## config.mk

```make
export PLATFORM = sky130hd
export DESIGN_NAME = packer_tx
export DESIGN_NICKNAME = d
export VERILOG_FILES = /design/src/rtl/packer_pkg.sv /design/src/rtl/packer_tx.sv
export SDC_FILE = /design/constraint.sdc
export NUM_CORES = 1
export LEC_CHECK = 0
export ABC_AREA = 0
export BUFFER_PORTS_ARGS = -buffer_cell sky130_fd_sc_hd__buf_2
export CORE_MARGIN = 2
export CORE_UTILIZATION = 40
export DETAILED_ROUTE_END_ITERATION = 8
export PLACE_DENSITY_LB_ADDON = 0.15
export SLEW_MARGIN = 20
export SYNTH_ARGS = -nofsm -noshare
export SYNTH_HDL_FRONTEND = slang
export SYNTH_SLANG_ARGS = --single-unit
```

## constraint.sdc

```tcl
create_clock -name clk -period 8.6 [get_ports clk]
set_input_delay 2.58 -clock clk [delete_from_list [all_inputs] [get_ports clk]]
set_output_delay 2.58 -clock clk [all_outputs]
set_load 0.03 [all_outputs]
```

## src/rtl/packer_pkg.sv

```systemverilog
// Shared widths for the packer_tx / matching receiver pair.
// Holds the default word widths, the accumulator width and the fill
// counter width, plus the helper used to size the fill counter.
package packer_pkg;

  localparam int IN_W   = 10;
  localparam int OUT_W  = 21;
  // Worst case: OUT_W-1 bits waiting plus one fresh IN_W word.
  localparam int ACC_W  = IN_W + OUT_W - 1;
  localparam int FILL_W = $clog2(ACC_W + 1);

  // Bits needed to count 0..acc_w inclusive.
  function automatic int fill_bits(input int acc_w);
    return $clog2(acc_w + 1);
  endfunction

endpackage

```

## src/rtl/packer_tx.sv

```systemverilog
// Purpose: packs IN_W-bit words LSB-first into a continuous stream of OUT_W-bit bus words.
// Latency: the word that completes OUT_W bits shows up on out_data one cycle after its accept.
// Backpressure: in_ready drops when a full word is waiting on !out_ready, or while a burst flush is pending.
//
// Ports:
//   clk, rst              single clock, asynchronous active-low reset
//   in_data/in_valid/     input word stream; in_last marks the final word
//   in_last/in_ready      of a burst and is qualified by in_valid
//   out_data/out_valid/   packed bus words; out_last marks the final,
//   out_last/out_ready    zero-padded word of a burst
module packer_tx #(
  parameter int IN_W  = packer_pkg::IN_W,
  parameter int OUT_W = packer_pkg::OUT_W
) (
  input  logic             clk,
  input  logic             rst,
  input  logic [IN_W-1:0]  in_data,
  input  logic             in_valid,
  input  logic             in_last,
  output logic             in_ready,
  output logic [OUT_W-1:0] out_data,
  output logic             out_valid,
  output logic             out_last,
  input  logic             out_ready
);
  import packer_pkg::*;

  localparam int ACC_BITS  = IN_W + OUT_W - 1;
  localparam int FILL_BITS = fill_bits(ACC_BITS);

  localparam logic [FILL_BITS-1:0] OUT_CNT = FILL_BITS'(OUT_W);
  localparam logic [FILL_BITS-1:0] IN_CNT  = FILL_BITS'(IN_W);
  localparam logic [OUT_W-1:0]     ONES    = '1;

  logic [ACC_BITS-1:0]  acc;
  logic [ACC_BITS-1:0]  acc_nxt;
  logic [FILL_BITS-1:0] fill;
  logic [FILL_BITS-1:0] fill_nxt;
  logic                 flush_pend;
  logic                 flush_nxt;

  logic                 accept;
  logic                 xfer;
  logic                 flush_xfer;
  logic [FILL_BITS-1:0] ins_pos;
  logic [ACC_BITS-1:0]  in_ext;

  // ---------------------------------------------------------------------------
  // Outputs: all derived from registered state only.
  // ---------------------------------------------------------------------------
  assign out_valid = (fill >= OUT_CNT) || (flush_pend && (fill != '0));
  assign out_last  = flush_pend && (fill <= OUT_CNT);
  // Bits at or above fill are forced to zero so a flushed partial word is
  // padded even if the accumulator ever held stale upper bits.
  assign out_data  = acc[OUT_W-1:0] & ~(ONES << fill);
  assign in_ready  = !flush_pend && ((fill < OUT_CNT) || out_ready);

  // ---------------------------------------------------------------------------
  // Handshakes
  // ---------------------------------------------------------------------------
  assign accept     = in_valid && in_ready;
  assign xfer       = out_valid && out_ready;
  assign flush_xfer = xfer && out_last;
  assign in_ext     = ACC_BITS'(in_data);

  // Insert position of the new word. When a full word leaves in the same
  // cycle the residue has already moved down by OUT_W, so the new word lands
  // at fill-OUT_W. An accept never coincides with a flush transfer because
  // in_ready is low while flush_pend is set, so fill >= OUT_W whenever both
  // accept and xfer are true.
  assign ins_pos = xfer ? (fill - OUT_CNT) : fill;

  // ---------------------------------------------------------------------------
  // Next-state
  // ---------------------------------------------------------------------------
  always_comb begin
    acc_nxt   = acc;
    fill_nxt  = fill;
    flush_nxt = flush_pend;

    if (xfer) begin
      acc_nxt  = acc >> OUT_W;
      fill_nxt = fill - OUT_CNT;
    end

    // The padded (or exactly full) final word of a burst empties everything.
    if (flush_xfer) begin
      acc_nxt   = '0;
      fill_nxt  = '0;
      flush_nxt = 1'b0;
    end

    if (accept) begin
      acc_nxt  = acc_nxt | (in_ext << ins_pos);
      fill_nxt = fill_nxt + IN_CNT;
      if (in_last) begin
        flush_nxt = 1'b1;
      end
    end
  end

  // ---------------------------------------------------------------------------
  // State
  // ---------------------------------------------------------------------------
  always_ff @(posedge clk or negedge rst) begin
    if (!rst) begin
      acc        <= '0;
      fill       <= '0;
      flush_pend <= 1'b0;
    end else begin
      acc        <= acc_nxt;
      fill       <= fill_nxt;
      flush_pend <= flush_nxt;
    end
  end

endmodule

```

==> flow_summary_export.csv <==
group,metric,value,unit
global_route,grt_start_max_net_pins,49,
clocking,cts_tree,"yes",
clocking,cts_setup_buffers,0,
worst_setup_path,r2r_slack,4.74,ns
detailed_routing,dr.pass1.iters,4,
placement,io_buffers,38,
timing,setup_slack,2.82,ns
worst_hold_path,hold_depth,2,
worst_hold_path,hold_path_end,"acc[27]",
global_route,grt.total_usage,23.3,%
floorplan,rows,32,
clocking,clockRootBuffer,"clkbuf_8",
floorplan,die-height,92.3,um
synth,ys_ff_latch,36,
synth,synth.area.top_cells,"dfrtp_1, mux2i_1, nand2_1",
timing,tightest_slew,0.906,ns
worst_setup_path,r2r-start,"fill[0]",
worst_setup_path,cp-start-kind,"input pin",
synth,syn-num-nets,408,
global_route,grt_first_pass_wirelength,15700,um
detailed_routing,drt_iter0_drc,223,
worst_hold_path,hp-class,"flop to flop",
floorplan,num_io_pins,39,
synth,seq_area_frac_synth,28.9,%
worst_setup_path,crit_chain,"buf_2, nor2_1, nor2_1, buf_2",
global_route,antenna_found_initial,0,
timing,setup_viol,0,
layout,layout.cells.non_filler,511,
timing,relSlewSlack,39.3,%
pwr,ir_drop,0.000165,V
detailed_routing,met1_length,4690,um
synth,yosysWarnings,0,
clocking,clk_pin_slew,0.07,ns
synth,syn_avg_cell_area,8.04,um2
timing,report.final.slew_viol_count,0,
layout,drive_above_1_share,17.8,%
synth,mappedNetlistArea,3120,um2
flow_run,maxCapViolations,0,
timing,rsz0062_at_grt,"false",
detailed_routing,via_per_inst,5.98,
layout,antenna_cells,0,
detailed_routing,top_layer,"met4",
worst_setup_path,critical_path_arrival,3.20,ns
worst_hold_path,min_from,"acc[27]",
detailed_routing,wl_met2,4400,um
layout,syn_to_final_growth,9.75,%
worst_setup_path,critPathSlowestCell,"buf_2",
timing,fin_crit_sh,67.2,%
placement,dp_slack,2.84,ns
clocking,numCtsBuffers,5,
floorplan,coreArea,7650,um2
synth,synth_edf_count,0,
global_route,overflow,0,
clocking,cts.hold.buffers_added,0,
clocking,htreeDepth,2,
layout,layout_common_cells,"nand2_1, nor2_1, buf_2",
layout,final_common_cell,"nand2_1",
timing,finalCriticalPeriod,5.78,ns
pwr,finalPower,1.63,mW
global_route,grt_pass1_vias,2899,
placement,place_inst,503,
synth,synth_cell_type_count,62,
timing,hold_violations,0,
worst_setup_path,max_stage_delay,0.25,ns
synth,yosysTopAreaCell,"dfrtp_1",
timing,finalClockSkew,0.00893,ns
clocking,cts_resized,0,
worst_setup_path,critical_path_class,"input pin to primary output",
floorplan,start_util,40.8,%
placement,gp_congestion,0.846,
worst_setup_path,r2r_end,"acc[9]",
synth,async_flop_share,100,%
outcome,status,"completed",
detailed_routing,vias,3055,
worst_setup_path,worstPathRequired,6.02,ns
detailed_routing,wl_met3,416,um
clocking,cts_buffer_depth,2,
synth,synth_ff_type,"dfrtp_1",
placement,hpwl,6770,um
pwr,p_leak,1.44,nW
layout,post-route-util,44.7,%
detailed_routing,wl_per_cell,18.8,um
clocking,clk_latency,0.29,ns
detailed_routing,wirelength,9590,um
clocking,clock_sinks,36,
detailed_routing,drc,0,
worst_setup_path,reg2reg_depth,11,
layout,nets,428,
timing,fmax,0.173,GHz
detailed_routing,ant_nets,0,
floorplan,die_area,8520,um2
timing,setup_tns,0,ns
synth,synth_top_area_share,28.9,%
synth,netlist_instances,388,
floorplan,die_w,92.3,um
worst_setup_path,critPathMaxFanout,15,
pwr,power_density,477,nW/um2
worst_setup_path,worst_setup_path_end_kind,"primary output",
state kept, by name, indices dropped and copies added, names as in the netlist:
signal	flops
flush_pend	1
fill	5
acc	30
power by group:
part / internal, mW / switching [mW] / total [mW]
clock: 0.0655 / 0.0631 / 0.129
sequential: 0.242 / 0.0800 / 0.322
combinational: 0.400 / 0.781 / 1.18
cell type report:
cell class | count | area (um2)
sequential | 36 | 901
timing repair buffer | 42 | 220
multi-input combinational | 313 | 2050
tap | 102 | 128
inverter | 10 | 37.5
fill | 788 | 4230
clock buffer | 8 | 90.1
kinds of logic after synthesis:
| kind of cell | share of synthesized area (%) |
|---|---|
| AO/OA/AOI/OAI | 31.3 |
| XOR/XNOR | 1.44 |
| adder cells (fa/ha/maj) | 2.01 |
| buffers and inverters | 5.50 |
| flip-flops | 28.9 |
| multiplexers | 8.83 |
| AND/OR/NAND/NOR | 22.1 |
cells in the mapped netlist, types with 3 or more instances:
master and number:
nand2_1 43, nor2_1 39, dfrtp_1 36, a21oi_1 25
mux2i_1 23, o21ai_0 21, clkbuf_1 15, nor3_1 14
o22ai_1 14, nand3_1 13, buf_2 11, o221ai_1 11
inv_1 10, a21boi_0 9, o21a_1 8, nor2b_1 7
o21ai_1 7, ha_1 5, a211oi_2 4, and2_1 4
and3_1 4, mux2_2 4, or3_1 4, a221oi_1 3
nand2b_1 3, nor4_1 3, o211ai_1 3, o31a_1 3
worst max-delay path by stage:
stage               cells past startpoint  startpoint        to  slack (ns)
finish                                  4   out_ready  in_ready        2.82
global route                            4   out_ready  in_ready        2.76
CTS                                     4   out_ready  in_ready        2.84
detailed placement                      4   out_ready  in_ready        2.84
global placement                        4   out_ready  in_ready        2.85
floorplan                               3   out_ready  in_ready        2.68
per-stage QoR:
stage / instance area (um2) / hold slack [ns]
global placement: 3330 / 0.468
detailed placement: 3330 / 0.470
finish: 3420 / 0.489
floorplan: 3120 / 0.447
CTS: 3420 / 0.494
global route: 3420 / 0.515
worst max-delay path, delay by kind of cell:
| kind | cells | cell delay, ns |
|---|---|---|
| buffers and inverters | 2 | 0.45 |
| AND/OR/NAND/NOR | 2 | 0.16 |
per-layer routing:
metal / vias to the layer above / global-route usage [%]
met3: 9 / 2.12
met4: 0 / 5.22
li1: 1484 / -
met1: 1476 / 34.9
met5: - / 0
met2: 86 / 36.5
Note: power is estimated with default switching activity, not from simulation.
